<file path="config.mk">
export PLATFORM = sky130hd
export DESIGN_NAME = cache_mem_arbiter_flat
export DESIGN_NICKNAME = d
export VERILOG_FILES = /design/src/rtl/cache_mem_arbiter_if.sv /design/src/rtl/cache_mem_arbiter.sv /design/src/flat_wrapper.sv
export SDC_FILE = /design/constraint.sdc
export NUM_CORES = 1
export LEC_CHECK = 0
export ABC_AREA = 1
export BUFFER_PORTS_ARGS = -buffer_cell sky130_fd_sc_hd__buf_2
export CAP_MARGIN = 25
export CORE_AREA = 4 4 209 211
export DETAILED_ROUTE_END_ITERATION = 10
export DIE_AREA = 0 0 213 215
export PLACE_DENSITY = 0.65
export SKIP_CTS_REPAIR_TIMING = 1
export SLEW_MARGIN = 30
export SYNTH_ARGS = -nofsm -noshare
export SYNTH_HDL_FRONTEND = slang
export SYNTH_SLANG_ARGS = --single-unit
</file>
<file path="constraint.sdc">
create_clock -name clk -period 2.4 [get_ports clk]
set_input_delay 0.12 -clock clk [delete_from_list [all_inputs] [get_ports clk]]
set_output_delay 0.12 -clock clk [all_outputs]
set_load 0.01 [all_outputs]
</file>
<file path="src/rtl/cache_mem_arbiter_if.sv">
// ============================================================================
// cache_mem_arbiter_if : cache-side and memory-side signals of the arbiter
// Revision: 1.0
// ============================================================================
`default_nettype none

interface cache_mem_arbiter_if;
  logic        i_req;
  logic [63:0] i_addr;
  logic [63:0] i_rdata;
  logic        i_done;
  logic        i_busy;

  logic        d_rreq;
  logic        d_wreq;
  logic [63:0] d_addr;
  logic [63:0] d_wdata;
  logic [7:0]  d_wstrb;
  logic [63:0] d_rdata;
  logic        d_done;
  logic        d_busy;

  logic        m_valid;
  logic        m_we;
  logic [63:0] m_addr;
  logic [63:0] m_wdata;
  logic [7:0]  m_wstrb;
  logic        m_ready;
  logic        m_done;
  logic [63:0] m_rdata;

  modport slave (
    input  i_req, i_addr, d_rreq, d_wreq, d_addr, d_wdata, d_wstrb,
           m_ready, m_done, m_rdata,
    output i_rdata, i_done, i_busy, d_rdata, d_done, d_busy,
           m_valid, m_we, m_addr, m_wdata, m_wstrb
  );

  modport master (
    output i_req, i_addr, d_rreq, d_wreq, d_addr, d_wdata, d_wstrb,
           m_ready, m_done, m_rdata,
    input  i_rdata, i_done, i_busy, d_rdata, d_done, d_busy,
           m_valid, m_we, m_addr, m_wdata, m_wstrb
  );
endinterface

`default_nettype wire

</file>
<file path="src/rtl/cache_mem_arbiter.sv">
// ============================================================================
// cache_mem_arbiter : shares one memory request port between I- and D-cache
// Revision: 1.0
// ============================================================================
`default_nettype none

module cache_mem_arbiter #(
  parameter int unsigned STARVE_LIMIT = 4
) (
  input  wire logic          clk,
  input  wire logic          rst,
  cache_mem_arbiter_if.slave bus
);

  localparam logic [3:0] c_LIMIT = 4'(STARVE_LIMIT);

  typedef enum logic [3:0] {
    IDLE  = 4'b0001,
    ISSUE = 4'b0010,
    WAIT  = 4'b0100,
    RESP  = 4'b1000
  } state_e;

  state_e      state_q, state_d;
  logic        own_i_q, own_i_d;
  logic        own_d_q, own_d_d;
  logic        we_q, we_d;
  logic [63:0] addr_q, addr_d;
  logic [63:0] wdata_q, wdata_d;
  logic [7:0]  wstrb_q, wstrb_d;
  logic [3:0]  cnt_q, cnt_d;
  logic [63:0] i_rdata_q, i_rdata_d;
  logic [63:0] d_rdata_q, d_rdata_d;
  logic        m_valid_q;
  logic        i_done_q;
  logic        d_done_q;

  logic        w_d_any;
  logic        w_grant_i;
  logic        w_capture;

  assign w_d_any   = bus.d_wreq | bus.d_rreq;
  // The I-cache wins when D is silent or once D has starved it long enough.
  assign w_grant_i = bus.i_req & ((cnt_q >= c_LIMIT) | ~w_d_any);

  always_comb begin
    state_d   = state_q;
    own_i_d   = own_i_q;
    own_d_d   = own_d_q;
    we_d      = we_q;
    addr_d    = addr_q;
    wdata_d   = wdata_q;
    wstrb_d   = wstrb_q;
    cnt_d     = cnt_q;
    w_capture = 1'b0;

    case (state_q)
      IDLE: begin
        if (w_grant_i) begin
          own_i_d = 1'b1;
          we_d    = 1'b0;
          addr_d  = bus.i_addr;
          wstrb_d = 8'h00;
          cnt_d   = 4'd0;
          state_d = ISSUE;
        end else if (w_d_any) begin
          own_d_d = 1'b1;
          we_d    = bus.d_wreq;
          addr_d  = bus.d_addr;
          if (bus.d_wreq) begin
            wdata_d = bus.d_wdata;
            wstrb_d = bus.d_wstrb;
          end else begin
            wstrb_d = 8'h00;
          end
          if (bus.i_req) begin
            cnt_d = (cnt_q == 4'hF) ? cnt_q : cnt_q + 4'd1;
          end else begin
            cnt_d = 4'd0;
          end
          state_d = ISSUE;
        end
      end
      ISSUE: begin
        if (bus.m_ready) begin
          if (bus.m_done) begin
            w_capture = 1'b1;
            state_d   = RESP;
          end else begin
            state_d   = WAIT;
          end
        end
      end
      WAIT: begin
        if (bus.m_done) begin
          w_capture = 1'b1;
          state_d   = RESP;
        end
      end
      RESP: begin
        own_i_d = 1'b0;
        own_d_d = 1'b0;
        state_d = IDLE;
      end
      default: begin
        own_i_d = 1'b0;
        own_d_d = 1'b0;
        state_d = IDLE;
      end
    endcase
  end

  // Write responses leave the D-cache read data untouched.
  always_comb begin
    i_rdata_d = i_rdata_q;
    d_rdata_d = d_rdata_q;
    if (w_capture) begin
      if (own_i_q) begin
        i_rdata_d = bus.m_rdata;
      end else if (!we_q) begin
        d_rdata_d = bus.m_rdata;
      end
    end
  end

  always_ff @(posedge clk or negedge rst) begin
    if (!rst) begin
      state_q   <= IDLE;
      own_i_q   <= 1'b0;
      own_d_q   <= 1'b0;
      we_q      <= 1'b0;
      addr_q    <= 64'd0;
      wdata_q   <= 64'd0;
      wstrb_q   <= 8'h00;
      cnt_q     <= 4'd0;
      i_rdata_q <= 64'd0;
      d_rdata_q <= 64'd0;
      m_valid_q <= 1'b0;
      i_done_q  <= 1'b0;
      d_done_q  <= 1'b0;
    end else begin
      state_q   <= state_d;
      own_i_q   <= own_i_d;
      own_d_q   <= own_d_d;
      we_q      <= we_d;
      addr_q    <= addr_d;
      wdata_q   <= wdata_d;
      wstrb_q   <= wstrb_d;
      cnt_q     <= cnt_d;
      i_rdata_q <= i_rdata_d;
      d_rdata_q <= d_rdata_d;
      m_valid_q <= (state_d == ISSUE);
      i_done_q  <= (state_d == RESP) & own_i_d;
      d_done_q  <= (state_d == RESP) & own_d_d;
    end
  end

  assign bus.m_valid = m_valid_q;
  assign bus.m_we    = we_q;
  assign bus.m_addr  = addr_q;
  assign bus.m_wdata = wdata_q;
  assign bus.m_wstrb = wstrb_q;
  assign bus.i_rdata = i_rdata_q;
  assign bus.d_rdata = d_rdata_q;
  assign bus.i_done  = i_done_q;
  assign bus.d_done  = d_done_q;
  assign bus.i_busy  = own_i_q;
  assign bus.d_busy  = own_d_q;

endmodule

`default_nettype wire
</file>
<file path="src/flat_wrapper.sv">
// flat-port wrapper written by rule: the top's interface ports become plain ports
module cache_mem_arbiter_flat 
#(
  parameter int unsigned STARVE_LIMIT = 4
)
  (clk, rst, bus_i_req, bus_i_addr, bus_d_rreq, bus_d_wreq, bus_d_addr, bus_d_wdata, bus_d_wstrb, bus_m_ready, bus_m_done, bus_m_rdata, bus_i_rdata, bus_i_done, bus_i_busy, bus_d_rdata, bus_d_done, bus_d_busy, bus_m_valid, bus_m_we, bus_m_addr, bus_m_wdata, bus_m_wstrb);
  cache_mem_arbiter_if bus_i ();
  input  wire logic clk;
  input  wire logic rst;
  input wire logic [$bits(bus_i.i_req)-1:0] bus_i_req;
  input wire logic [$bits(bus_i.i_addr)-1:0] bus_i_addr;
  input wire logic [$bits(bus_i.d_rreq)-1:0] bus_d_rreq;
  input wire logic [$bits(bus_i.d_wreq)-1:0] bus_d_wreq;
  input wire logic [$bits(bus_i.d_addr)-1:0] bus_d_addr;
  input wire logic [$bits(bus_i.d_wdata)-1:0] bus_d_wdata;
  input wire logic [$bits(bus_i.d_wstrb)-1:0] bus_d_wstrb;
  input wire logic [$bits(bus_i.m_ready)-1:0] bus_m_ready;
  input wire logic [$bits(bus_i.m_done)-1:0] bus_m_done;
  input wire logic [$bits(bus_i.m_rdata)-1:0] bus_m_rdata;
  output wire logic [$bits(bus_i.i_rdata)-1:0] bus_i_rdata;
  output wire logic [$bits(bus_i.i_done)-1:0] bus_i_done;
  output wire logic [$bits(bus_i.i_busy)-1:0] bus_i_busy;
  output wire logic [$bits(bus_i.d_rdata)-1:0] bus_d_rdata;
  output wire logic [$bits(bus_i.d_done)-1:0] bus_d_done;
  output wire logic [$bits(bus_i.d_busy)-1:0] bus_d_busy;
  output wire logic [$bits(bus_i.m_valid)-1:0] bus_m_valid;
  output wire logic [$bits(bus_i.m_we)-1:0] bus_m_we;
  output wire logic [$bits(bus_i.m_addr)-1:0] bus_m_addr;
  output wire logic [$bits(bus_i.m_wdata)-1:0] bus_m_wdata;
  output wire logic [$bits(bus_i.m_wstrb)-1:0] bus_m_wstrb;
  assign bus_i.i_req = bus_i_req;
  assign bus_i.i_addr = bus_i_addr;
  assign bus_i.d_rreq = bus_d_rreq;
  assign bus_i.d_wreq = bus_d_wreq;
  assign bus_i.d_addr = bus_d_addr;
  assign bus_i.d_wdata = bus_d_wdata;
  assign bus_i.d_wstrb = bus_d_wstrb;
  assign bus_i.m_ready = bus_m_ready;
  assign bus_i.m_done = bus_m_done;
  assign bus_i.m_rdata = bus_m_rdata;
  assign bus_i_rdata = bus_i.i_rdata;
  assign bus_i_done = bus_i.i_done;
  assign bus_i_busy = bus_i.i_busy;
  assign bus_d_rdata = bus_i.d_rdata;
  assign bus_d_done = bus_i.d_done;
  assign bus_d_busy = bus_i.d_busy;
  assign bus_m_valid = bus_i.m_valid;
  assign bus_m_we = bus_i.m_we;
  assign bus_m_addr = bus_i.m_addr;
  assign bus_m_wdata = bus_i.m_wdata;
  assign bus_m_wstrb = bus_i.m_wstrb;
  cache_mem_arbiter #(.STARVE_LIMIT(STARVE_LIMIT)) u_core (.clk(clk), .rst(rst), .bus(bus_i));
endmodule
</file>
==> results.json, run 1 <==
{
  "io_buffers": 540,
  "worstHoldStart": "bus_i_addr[41]",
  "criticalPathCategory": "flip-flop to flip-flop",
  "core-area_mm2": 0.0418,
  "violations": "hold timing",
  "stdcell_count": 2751,
  "synth_area_per_cell_um2": 8.23,
  "syn_area_mm2": 0.0117,
  "first_pass_iters": 5,
  "grt_max_degree": 136,
  "synth_ff_type": "dfrtp_1",
  "synth-seq-cells": 278,
  "tns_ns": 0,
  "place_congestion": 0.865,
  "critical_path_required_ns": 2.90,
  "p_leak_nw": 10.6,
  "ant_nets": 0,
  "path_cells": "nor2_1 -> o21ai_4 -> buf_4 -> nand3_1 -> nand2_1 -> dlygate4sd3_1 -> nand2_1 -> nand2_1",
  "worstPathMaxFanout": 66,
  "path_common_cell": "nand2_1",
  "setup.worst_path.start": "u_core.cnt_q[2]",
  "hold_viol": 1,
  "yosysMostFrequentCell": "nand2_1",
  "die_w_um": 213,
  "synth.largest_area_cell": "dfrtp_1",
  "cts_max_level": 1,
  "synthTopCellsByCount": "737 x nand2_1, 277 x dfrtp_1, 272 x nand3_1",
  "drt_iter0_drc": 936,
  "die_h_um": 215,
  "start_util_pct": 28.1,
  "timing.rr.start": "u_core.cnt_q[2]",
  "holdWs_ns": -0.0442,
  "post-place-cells": 2427,
  "overflow": 0,
  "syn_nets": 1697,
  "grt_use_met2_pct": 27.5,
  "rows": 75,
  "hpwl_mm": 28.9,
  "hold_path_class": "primary input to flip-flop",
  "crit_family": "buffers and inverters",
  "async_reset_ff_share_pct": 100,
  "crit_path_start_kind": "flip-flop",
  "fmax_mhz": 421,
  "slowest_delay_ns": 0.58,
  "period_share_pct": 99.0,
  "drc": 0,
  "period_needed_ns": 2.38,
  "yosys_warnings": 0,
  "outcome": "finished, violations left",
  "power_mw": 20.7,
  "clockBufferDepth": 3,
  "wl_mm": 45.3,
  "maxSlewHeadroom_pct": 47.1,
  "die_area_mm2": 0.0458,
  "grt_pass1_vias": 11177,
  "cap_viol_max_count": 0,
  "grt.busiest_layer": "met2",
  "grt_pass1_wl_mm": 61.3,
  "grt_use_met3_pct": 4.08,
  "cts_tree": "built",
  "synth_top_area_share_pct": 59.1,
  "fin_nets": 2461,
  "grtUsageTotal_pct": 16.5,
  "clk_latency_ns": 0.56,
  "avgRoutedWirePerCell_um": 16.5,
  "synth_cells": 1425,
  "cts-buffers-inserted": 30,
  "synth_cell_types": 21,
  "clock-root-buffer": "clkbuf_16",
  "tightest_slew_ns": 0.794,
  "endpoint_kind": "flip-flop",
  "cp_num_buf_inv": 2,
  "fillers": 3843,
  "critPathSlowestCell": "buf_4",
  "vias": 12910,
  "area_growth_pct": 59.0,
  "grtUsageMet1_pct": 20.5,
  "synth_area_leaders": "dfrtp_1 59%, nand2_1 24%, nand3_1 12%, buf_2 2.1%, clkbuf_1 1.4%",
  "viasPerCell": 4.69,
  "fin_worst_skew_ns": 0.0129,
  "power_density_mw_per_mm2": 1110,
  "synth_edf_count": 0,
  "io_pins": 541,
  "layout-drive-gt1-share_pct": 28.0,
  "antenna_found_initial": 2,
  "yosysSeqAreaShare_pct": 59.3,
  "drv_slew": 0,
  "cts_num_sinks": 278,
  "finalSetupViolCount": 0,
  "arrival_ns": 2.87,
  "clk_pin_slew_ns": 0.07,
  "peakVddDrop_uv": 560
}
-- area by class of cell --
cell class / instances / area (um2) / share of cell area, %
antenna: 1 / 2.50 / 0.0134
clock buffer: 47 / 885 / 4.74
clock inverter: 7 / 98.8 / 0.530
inverter: 14 / 52.6 / 0.282
multi-input combinational: 1034 / 4320 / 23.2
sequential: 278 / 6960 / 37.3
tap: 539 / 674 / 3.62
timing repair buffer: 831 / 5660 / 30.3
-- where the power goes --
group	switching [mW]	internal (mW)
Sequential	1.15	6.74
Combinational	5.10	3.07
Clock	1.87	2.73
Total	8.12	12.5
-- final timing paths --
kind | end | slack [ns] | cells past startpoint
setup / recovery | u_core.bus.m_addr[13] | 0.02 | 8
setup reg to reg | u_core.bus.m_addr[13] | 0.02 | 8
max in group asynchronous | u_core.bus.m_wdata[10] | 1.46 | 3
hold / removal | u_core.bus.m_addr[41] | -0.04 | 5
min in group asynchronous | u_core.bus.d_rdata[10] | 0.12 | 2
hold reg to reg | u_core.bus.d_rdata[10] | 0.46 | 2
-- layer usage --
layer  share of wire [%]  vias to the layer above
met1                  40                     6018
met3                 8.4                      145
met4                 4.4                        2
met5               0.029                        -
met2                  48                      716
li1                    -                     6029
-- worst reg2reg max path, cell delays in order (launching register included) --
cell           delay, ns
dfrtp_1             0.39
nor2_1              0.08
o21ai_4             0.08
buf_4               0.58
nand3_1             0.33
nand2_1             0.13
dlygate4sd3_1       0.58
nand2_1             0.07
nand2_1             0.07
-- placed cells by master (no fill, tap or decap), types with 2 or more instances in the layout --
cell / synthesis / layout
nand2_1: 737 / 733
buf_2: 50 / 539
dfrtp_1: 277 / 276
nand3_1: 272 / 272
dlygate4sd3_1: 0 / 269
clkbuf_16: 0 / 30
buf_4: 1 / 15
inv_1: 13 / 13
nor2_1: 11 / 10
clkbuf_1: 45 / 10
clkbuf_8: 0 / 7
buf_12: 0 / 7
nand2_2: 1 / 4
o21ai_0: 3 / 3
clkinv_2: 0 / 3
a21oi_1: 2 / 2
o21ai_4: 0 / 2
nor2_4: 1 / 2
bufinv_16: 0 / 2
-- cell families (layout without fill, tap and decap cells) --
family	after synthesis	count (layout)	synth area share, %
AO/OA/AOI/OAI	9	9	0.565
XOR/XNOR	1	1	0.0747
adder cells (fa/ha/maj)	1	1	0.107
buffers and inverters	113	899	4.18
flip-flops	278	278	59.3
other	0	1	0
AND/OR/NAND/NOR	1023	1023	35.7
-- flip-flops by register name, indices dropped and copies added, names as in the netlist --
name / count
u_core.bus.d_rdata: 64
u_core.bus.i_rdata: 64
u_core.bus.m_addr: 64
u_core.bus.m_wdata: 64
u_core.bus.m_wstrb: 8
u_core.cnt_q: 4
u_core.state_q: 4
u_core.bus.d_busy: 1
u_core.bus.d_done: 1
u_core.bus.i_busy: 1
u_core.bus.i_done: 1
u_core.bus.m_valid: 1
u_core.bus.m_we: 1
-- stage by stage --
stage | instance area [um2] | worst slack [ns] | hold slack, ns | utilization [%]
2_1_floorplan | 11700 | 0.839 | -0.176 | -
3_3_place_gp | 15000 | 0.625 | 0.148 | 35.8
3_5_place_dp | 15000 | 0.592 | 0.152 | 35.8
4_1_cts | 16000 | 0.355 | -0.467 | 38.2
5_1_grt | 18600 | -0.0895 | 0.00225 | 44.7
6_report | 18600 | 0.0244 | -0.0442 | 44.7
Note: power is estimated with default switching activity, not from simulation.
==> run 2: changes to the inputs <==
--- a/config.mk
+++ b/config.mk
@@ -12,6 +12,7 @@
 export DETAILED_ROUTE_END_ITERATION = 10
 export DIE_AREA = 0 0 213 215
 export PLACE_DENSITY = 0.65
+export SETUP_SLACK_MARGIN = 0.5
 export SKIP_CTS_REPAIR_TIMING = 1
 export SLEW_MARGIN = 30
 export SYNTH_ARGS = -nofsm -noshare
==> results.json, run 2 (synthesis results as in run 1) <==
{
  "worstPathMaxFanout": 65,
  "grtUsageTotal_pct": 16.5,
  "netSwitchingPower_mw": 8.11,
  "holdWs_ns": -0.0439,
  "layout_commonest_cell": "nand2_1",
  "critical_path_required_ns": 2.28,
  "maxSlewHeadroom_pct": 53.1,
  "wl_mm": 45.1,
  "violations": "hold timing",
  "place_congestion": 0.865,
  "peakVddDrop_uv": 560,
  "start_util_pct": 28.1,
  "fillers": 3844,
  "stdcell_count": 2751,
  "p_leak_nw": 10.6,
  "overflow": 0,
  "cap_viol_max_count": 0,
  "cts_max_level": 1,
  "period_share_pct": 76.0,
  "crit_path_start_kind": "flip-flop",
  "first_pass_iters": 5,
  "arrival_ns": 1.70,
  "hold_path_class": "primary input to flip-flop",
  "pwr-share-clk_pct": 22.3,
  "rows": 75,
  "grt_max_degree": 136,
  "utilization_pct": 44.8,
  "grt_pass1_vias": 11177,
  "outcome": "finished, violations left",
  "core-area_mm2": 0.0418,
  "tightest_slew_ns": 0.703,
  "layout-drive-gt1-share_pct": 28.1,
  "clock-root-buffer": "clkbuf_16",
  "hpwl_mm": 28.9,
  "fin_worst_skew_ns": 0.0137,
  "finalSetupViolCount": 0,
  "post-place-cells": 2427,
  "fin_nets": 2461,
  "hold_viol": 1,
  "endpoint_kind": "primary output",
  "drc": 0,
  "area_growth_pct": 59.3,
  "avgRoutedWirePerCell_um": 16.4,
  "drt_iter0_drc": 949,
  "mostFrequentLayoutCells": "733 x nand2_1, 539 x buf_2, 276 x dfrtp_1",
  "die_area_mm2": 0.0458,
  "clockBufferDepth": 3,
  "cts-buffers-inserted": 30,
  "io_buffers": 540,
  "viasPerCell": 4.67,
  "power_density_mw_per_mm2": 1100,
  "cts_tree": "built",
  "period_needed_ns": 1.82,
  "rsz0062_at_grt": "yes",
  "cts_num_sinks": 278,
  "clk_pin_slew_ns": 0.06,
  "ff2ff_path_depth": 7,
  "vias": 12848,
  "antenna_found_initial": 2,
  "pwr-share-comb_pct": 39.5,
  "io_pins": 541,
  "die_h_um": 215,
  "grt_pass1_wl_mm": 61.3,
  "fmax_mhz": 548,
  "die_w_um": 213,
  "criticalPathCategory": "flip-flop to primary output",
  "p_seq_share_pct": 38.2,
  "worst_hold_path.num_cells": 5,
  "clk_latency_ns": 0.56,
  "tns_ns": 0,
  "p_int_mw": 12.5,
  "ant_nets": 0,
  "drv_slew": 0,
  "r2r_slack_ns": 0.59,
  "swShare_pct": 39.3
}
run 2: cell types whose count changed in the layout (fill, tap and decap cells not counted), sizes merged:
cell	before	now
clkbuf	47	48
dlygate4sd3	269	268
run 2: area by class of cell:
class	instances	area (um2)	area share, %
sequential	278	6960	37.2
timing repair buffer	831	5700	30.5
tap	539	674	3.61
multi-input combinational	1034	4320	23.1
inverter	14	55.1	0.295
clock inverter	7	98.8	0.529
antenna	1	2.50	0.0134
clock buffer	47	885	4.73
run 2: final timing paths:
| kind | startpoint | end |
|---|---|---|
| min in group asynchronous | rst | u_core.bus.d_rdata[10] |
| max in group asynchronous | rst | u_core.bus.m_addr[34] |
| worst min-delay path | bus_i_addr[41] | u_core.bus.m_addr[41] |
| worst max register to register | u_core.cnt_q[2] | u_core.bus.m_addr[2] |
| worst min register to register | u_core.bus.d_rdata[10] | u_core.bus.d_rdata[10] |
| worst max-delay path | u_core.bus.i_busy | bus_i_busy |
run 2: critical path, cell delays in order (launching register included):
cell and delay (ns):
dfrtp_2 0.42, buf_6 0.47, buf_2 0.24
run 2: stage by stage:
step                worst slack, ns  hold WS (ns)  power (mW)  instance area [um2]
floorplan                     0.839        -0.176        11.9                11700
global placement              0.625         0.148        15.5                15000
detailed placement            0.592         0.152        15.7                15000
CTS                           0.355        -0.467        20.4                16000
global route                  0.463       0.00225        22.1                18700
finish                        0.575       -0.0439        20.6                18700
run 2: layer usage:
layer  GRT usage [%]  up-vias  part of all wire [%]
li1                -     6027                     -
met1            20.5     5955                    40
met2            27.5      724                    47
met3            4.08      140                   8.2
met4            6.18        2                   4.4
met5               0        -                 0.029
run 2: power groups by stage:
stage	Combinational [mW]	Clock (mW)	Sequential, mW
floorplan	3.15	0	8.76
global placement	7.64	0	7.86
detailed placement	7.81	0	7.87
CTS	7.80	4.76	7.86
global route	9.02	4.94	8.11
finish	8.15	4.60	7.89
